**src/rtl/input_debouncer_pkg.sv**
```systemverilog
// Shared types and default sizing for the input debouncer slice.
// The state encoding is also used by other input-conditioning blocks.
package input_debouncer_pkg;

    localparam int unsigned DEF_SYNC_STAGES     = 2;
    localparam int unsigned DEF_DEBOUNCE_CYCLES = 16;

    typedef enum logic [1:0] {
        STABLE_LO = 2'd0,
        WAIT_HI   = 2'd1,
        STABLE_HI = 2'd2,
        WAIT_LO   = 2'd3
    } db_state_t;

endpackage

```
**src/rtl/input_debouncer_if.sv**
```systemverilog
// Pin-side raw input and the conditioned outputs of one debouncer instance.
// The master drives raw_in; the slave (the debouncer) drives the rest.
interface input_debouncer_if;

    logic raw_in;
    logic a;
    logic rise;
    logic fall;
    logic busy;

    modport master (
        output raw_in,
        input  a,
        input  rise,
        input  fall,
        input  busy
    );

    modport slave (
        input  raw_in,
        output a,
        output rise,
        output fall,
        output busy
    );

endinterface

```
**src/rtl/input_debouncer_sync_chain.sv**
```systemverilog
// Generic N-flop synchroniser for an asynchronous single-bit input.
// q is the last flop of the chain; all flops clear on reset.
module sync_chain #(
    parameter int unsigned STAGES = 2
) (
    input  logic clk,
    input  logic reset,
    input  logic d,
    output logic q
);

    logic [STAGES-1:0] sync_q;

    always_ff @(posedge clk or posedge reset) begin
        if (reset) begin
            sync_q <= '0;
        end else begin
            sync_q <= {sync_q[STAGES-2:0], d};
        end
    end

    assign q = sync_q[STAGES-1];

endmodule

```
**src/rtl/input_debouncer.sv**
```systemverilog
// Debounces one raw board input into a clean level 'a' plus rise/fall strobes.
// A new level is accepted only after DEBOUNCE_CYCLES equal synchronised samples.
module input_debouncer
    import input_debouncer_pkg::*;
#(
    parameter int unsigned SYNC_STAGES     = DEF_SYNC_STAGES,
    parameter int unsigned DEBOUNCE_CYCLES = DEF_DEBOUNCE_CYCLES
) (
    input logic             clk,
    input logic             reset,
    input_debouncer_if.slave bus
);

    localparam int unsigned CNT_W = (DEBOUNCE_CYCLES < 2) ? 1 : $clog2(DEBOUNCE_CYCLES);
    localparam logic [CNT_W-1:0] CNT_LAST = CNT_W'(DEBOUNCE_CYCLES - 1);
    localparam logic [CNT_W-1:0] CNT_ONE  = CNT_W'(1);

    logic             s;
    db_state_t        state_q, state_d;
    logic [CNT_W-1:0] cnt_q, cnt_d;
    logic             a_q, a_d;
    logic             rise_q, rise_d;
    logic             fall_q, fall_d;

    sync_chain #(
        .STAGES (SYNC_STAGES)
    ) u_sync (
        .clk   (clk),
        .reset (reset),
        .d     (bus.raw_in),
        .q     (s)
    );

    // Qualification FSM: a reversal of s during WAIT_* abandons the candidate level.
    always_comb begin
        state_d = state_q;
        cnt_d   = cnt_q;
        a_d     = a_q;
        rise_d  = 1'b0;
        fall_d  = 1'b0;
        unique case (state_q)
            STABLE_LO: begin
                if (s) begin
                    state_d = WAIT_HI;
                    cnt_d   = CNT_ONE;
                end else begin
                    cnt_d   = '0;
                end
            end
            WAIT_HI: begin
                if (!s) begin
                    state_d = STABLE_LO;
                    cnt_d   = '0;
                end else if (cnt_q == CNT_LAST) begin
                    state_d = STABLE_HI;
                    a_d     = 1'b1;
                    rise_d  = 1'b1;
                    cnt_d   = '0;
                end else begin
                    cnt_d   = cnt_q + CNT_ONE;
                end
            end
            STABLE_HI: begin
                if (!s) begin
                    state_d = WAIT_LO;
                    cnt_d   = CNT_ONE;
                end else begin
                    cnt_d   = '0;
                end
            end
            WAIT_LO: begin
                if (s) begin
                    state_d = STABLE_HI;
                    cnt_d   = '0;
                end else if (cnt_q == CNT_LAST) begin
                    state_d = STABLE_LO;
                    a_d     = 1'b0;
                    fall_d  = 1'b1;
                    cnt_d   = '0;
                end else begin
                    cnt_d   = cnt_q + CNT_ONE;
                end
            end
            default: begin
                state_d = STABLE_LO;
                a_d     = 1'b0;
                cnt_d   = '0;
            end
        endcase
    end

    always_ff @(posedge clk or posedge reset) begin
        if (reset) begin
            state_q <= STABLE_LO;
            cnt_q   <= '0;
            a_q     <= 1'b0;
            rise_q  <= 1'b0;
            fall_q  <= 1'b0;
        end else begin
            state_q <= state_d;
            cnt_q   <= cnt_d;
            a_q     <= a_d;
            rise_q  <= rise_d;
            fall_q  <= fall_d;
        end
    end

    assign bus.a    = a_q;
    assign bus.rise = rise_q;
    assign bus.fall = fall_q;
    assign bus.busy = (state_q == WAIT_HI) || (state_q == WAIT_LO);

endmodule

```
**src/flat_wrapper.sv**
```systemverilog
// flat-port wrapper written by rule: the top's interface ports become plain ports
module input_debouncer_flat import input_debouncer_pkg::*;
#(
    parameter int unsigned SYNC_STAGES     = DEF_SYNC_STAGES,
    parameter int unsigned DEBOUNCE_CYCLES = DEF_DEBOUNCE_CYCLES
)
  (clk, reset, bus_raw_in, bus_a, bus_rise, bus_fall, bus_busy);
  input_debouncer_if bus_i ();
  input logic clk;
  input logic reset;
  input wire logic [$bits(bus_i.raw_in)-1:0] bus_raw_in;
  output wire logic [$bits(bus_i.a)-1:0] bus_a;
  output wire logic [$bits(bus_i.rise)-1:0] bus_rise;
  output wire logic [$bits(bus_i.fall)-1:0] bus_fall;
  output wire logic [$bits(bus_i.busy)-1:0] bus_busy;
  assign bus_i.raw_in = bus_raw_in;
  assign bus_a = bus_i.a;
  assign bus_rise = bus_i.rise;
  assign bus_fall = bus_i.fall;
  assign bus_busy = bus_i.busy;
  input_debouncer #(.SYNC_STAGES(SYNC_STAGES), .DEBOUNCE_CYCLES(DEBOUNCE_CYCLES)) u_core (.clk(clk), .reset(reset), .bus(bus_i));
endmodule
```
**config.mk**
```make
export PLATFORM = sky130hd
export DESIGN_NAME = input_debouncer_flat
export DESIGN_NICKNAME = d
export VERILOG_FILES = /design/src/rtl/input_debouncer_pkg.sv /design/src/rtl/input_debouncer_if.sv /design/src/rtl/input_debouncer_sync_chain.sv /design/src/rtl/input_debouncer.sv /design/src/flat_wrapper.sv
export SDC_FILE = /design/constraint.sdc
export NUM_CORES = 1
export LEC_CHECK = 0
export BUFFER_PORTS_ARGS = -buffer_cell sky130_fd_sc_hd__clkbuf_2
export CORE_AREA = 3 3 40 42
export CTS_BUF_LIST = sky130_fd_sc_hd__clkbuf_2 sky130_fd_sc_hd__clkbuf_4 sky130_fd_sc_hd__clkbuf_8
export DETAILED_ROUTE_END_ITERATION = 8
export DIE_AREA = 0 0 43 45
export PLACE_DENSITY = 0.47
export SYNTH_ARGS = -nofsm -noshare
export SYNTH_HDL_FRONTEND = slang
export SYNTH_SLANG_ARGS = --single-unit
```
**constraint.sdc**
```tcl
create_clock -name clk -period 3.3 [get_ports clk]
set_input_delay 0.495 -clock clk [delete_from_list [all_inputs] [get_ports clk]]
set_output_delay 0.495 -clock clk [all_outputs]
set_load 0.02 [all_outputs]
```
==> qor.csv <==
stage,metric,value,unit
clocking,clk_transition_reported_paths,70,ps
worst_setup_path,crit_fanout,6,
placement,hpwlAfterDp,531,microns
power_and_ir_drop,p_seq_share,56.4,%
finish,most-common-layout-cells,"dfrtp_1, clkbuf_2, nand2_1, clkbuf_4",
worst_setup_path,crit_required,2800,ps
placement,finalWeightedCongestion,0.659,
floorplanning,die_w,43,microns
power_and_ir_drop,p_sw_share,21.4,%
worst_setup_path,crit_buf_inv,1,
worst_setup_path,path_class,reg -> out,
route,wl_per_cell,11.8,microns
worst_setup_path,cp_cell_sequence,clkbuf_2,
worst_setup_path,slowest_stage,dfrtp_1,
power_and_ir_drop,p_clk_share,39.1,%
floorplanning,core_area,1280,sq um
logic_synthesis,netlist_instances,34,
power_and_ir_drop,ir_drop,0.223,mV
logic_synthesis,synth-seq-cells,11,
sta,rsz0062_at_grt,false,
route,drt-pass1-iter-count,2,
clocking,hold_buffers,0,
power_and_ir_drop,power,0.253,mW
power_and_ir_drop,power_density,501,nW/um^2
clocking,clock-sinks,11,
sta,max_slew_margin,72.8,%
worst_setup_path,endpoint_kind,output pin,
floorplanning,die_y,45,microns
finish,fillers,127,
logic_synthesis,syn_nets,38,
finish,layout_commonest_cell,dfrtp_1,
route,ant_nets,0,
sta,fin_crit,1420,ps
finish,diodes,0,
logic_synthesis,ys_types,19,
floorplanning,fp-row-count,13,
sta,setup_tns,0,ps
logic_synthesis,synth_area,429,sq um
placement,portBuffers,6,
floorplanning,initial_utilization,33.4,%
clocking,numCtsBuffers,3,
worst_setup_path,r2r_start,u_core.cnt_q[0]$_DFF_PP0_,
finish,final_nets,48,
sta,timing_worst_slew_pin_value,408,ps
clocking,clk_latency,260,ps
power_and_ir_drop,intPower,0.198,mW
sta,fin_crit_sh,43.2,%
worst_setup_path,start_kind,flop,
finish,drive_gt1_share,30.2,%
clocking,post_cts_buffers,0,
floorplanning,die-area,1940,sq um
logic_synthesis,synth.avg_cell_area,12.6,sq um
route,drc,0,
sta,hold_violations,0,
sta,finalSetupViolCount,0,
hold_path,hp-class,in -> async,
global_route,grt_pass1_wl,1260,microns
power_and_ir_drop,p_comb_share,4.5,%
worst_setup_path,worstPathArrival,930,ps
floorplanning,ios,7,
route,via_count,270,
sta,finalMaxSlewViolations,0,
job,max-cap-violations,0,
worst_setup_path,cp_top_family,flip-flops,
clocking,cts_resized,0,
worst_setup_path,r2r-end,u_core.cnt_q[0]$_DFF_PP0_,
global_route,grt_pass1_vias,275,
clocking,cts_root_buffer,clkbuf_4,
power_and_ir_drop,p_leak,0.262,nW
finish,synthToLayoutAreaGrowth,17.5,%
route,drt_iter0_markers,1,
power_and_ir_drop,switchingPower,0.0542,mW
worst_setup_path,ff2ff_setup_slack,1940,ps
route,wl,682,microns
sta,fin_skew,2.13,ps
global_route,grt_max_degree,12,
route,viasPerCell,4.66,
global_route,grt_overflow_total,0,
logic_synthesis,ys_seq_area_share,64.1,%
global_route,antenna_found_initial,0,
logic_synthesis,yosys_warnings,0,
worst_setup_path,r2r_cells,4,
clocking,cts.htree.levels,1,
clocking,clockBufferDepth,2,
worst_setup_path,max_stage_delay,450,ps
run_status,status,completed,
global_route,grt.total_usage,9.07,%
clocking,tritoncts,done,
sta,fmax,702,MHz
[cell type report]
class	instances	area (sq um)	share of cell area [%]
clock buffer	4	30.0	5.96
inverter	1	3.75	0.744
sequential	11	275	54.6
tap	15	18.8	3.72
timing repair buffer	6	30.0	5.96
multi-input combinational	21	146	29.0
[synth_stat cells]
master / count / area (sq um)
inv_1: 1 / 3.75
a31oi_1: 1 / 6.26
nand4_1: 1 / 6.26
a21oi_1: 2 / 10.0
xnor2_1: 1 / 8.76
o21ai_0: 1 / 5.00
and4_1: 1 / 8.76
a311oi_1: 1 / 8.76
a21o_1: 1 / 7.51
xor2_1: 1 / 8.76
and3_2: 1 / 7.51
dfrtp_1: 11 / 275
clkbuf_1: 1 / 3.75
nand2_1: 4 / 15.0
ha_1: 1 / 12.5
a21boi_4: 1 / 18.8
nor2_1: 2 / 7.51
nor3b_1: 1 / 7.51
and2_2: 1 / 7.51
[worst max-delay path by stage]
| stage | start | end | slack [ps] | cells past startpoint |
|---|---|---|---|---|
| floorplan | u_core.cnt_q[0]$_DFF_PP0_ | u_core.cnt_q[0]$_DFF_PP0_ | 2070 | 4 |
| global route | u_core.state_q[0]$_DFFE_PP0P_ | bus_busy | 1810 | 1 |
| finish | u_core.state_q[0]$_DFFE_PP0P_ | bus_busy | 1880 | 1 |
| detailed placement | u_core.cnt_q[0]$_DFF_PP0_ | u_core.cnt_q[0]$_DFF_PP0_ | 1940 | 4 |
| CTS | u_core.state_q[0]$_DFFE_PP0P_ | bus_busy | 1860 | 1 |
| global placement | u_core.cnt_q[0]$_DFF_PP0_ | u_core.cnt_q[0]$_DFF_PP0_ | 1960 | 4 |
[metal layers]
| metal | up-vias | track usage [%] | part of all wire [%] |
|---|---|---|---|
| li1 | 136 | - | - |
| met1 | 128 | 11.2 | 45 |
| met2 | 6 | 13.5 | 51 |
| met3 | 0 | 3.59 | 4.5 |
| met4 | 0 | 5.42 | 0 |
| met5 | - | 0 | 0 |
[registers in the layout, indices dropped and copies added, names as in the netlist, named ones only]
register / flops
u_core.cnt_q: 4
u_core.u_sync.sync_q: 2
u_core.bus.a: 1
u_core.bus.fall: 1
u_core.bus.rise: 1
u_core.state_q: 1
[per-stage QoR]
step / setup WS [ps] / utilization (%) / instances / hold WS [ps] / cell area, sq um
final: 1880 / 39.2 / 58 / 185 / 504
after CTS: 1860 / 39.2 / 58 / 189 / 504
after detailed placement: 1940 / 36.9 / 54 / 353 / 474
after global placement: 1960 / 36.9 / 54 / 339 / 474
after floorplan: 2070 / - / 34 / 331 / 429
after global routing: 1810 / 39.2 / 58 / 220 / 504
[cells by family after synthesis]
group                      share of synthesized area (%)
AOI/OAI and AO/OA                                   13.1
xor gates and xnor gates                            4.08
adders and majority gates                           2.91
buffers and inverters                               1.75
DFF                                                 64.1
and+or+nand+nor                                     14.0
[power by group through the flow]
| stage | Combinational (mW) | Sequential [mW] | Clock (mW) |
|---|---|---|---|
| 2_1_floorplan | 0.00876 | 0.144 | 0 |
| 3_3_place_gp | 0.0113 | 0.145 | 0 |
| 3_5_place_dp | 0.0117 | 0.145 | 0 |
| 4_1_cts | 0.0118 | 0.142 | 0.103 |
| 5_1_grt | 0.0134 | 0.143 | 0.109 |
| 6_report | 0.0114 | 0.142 | 0.0988 |
Note: power is estimated with default switching activity, not from simulation.
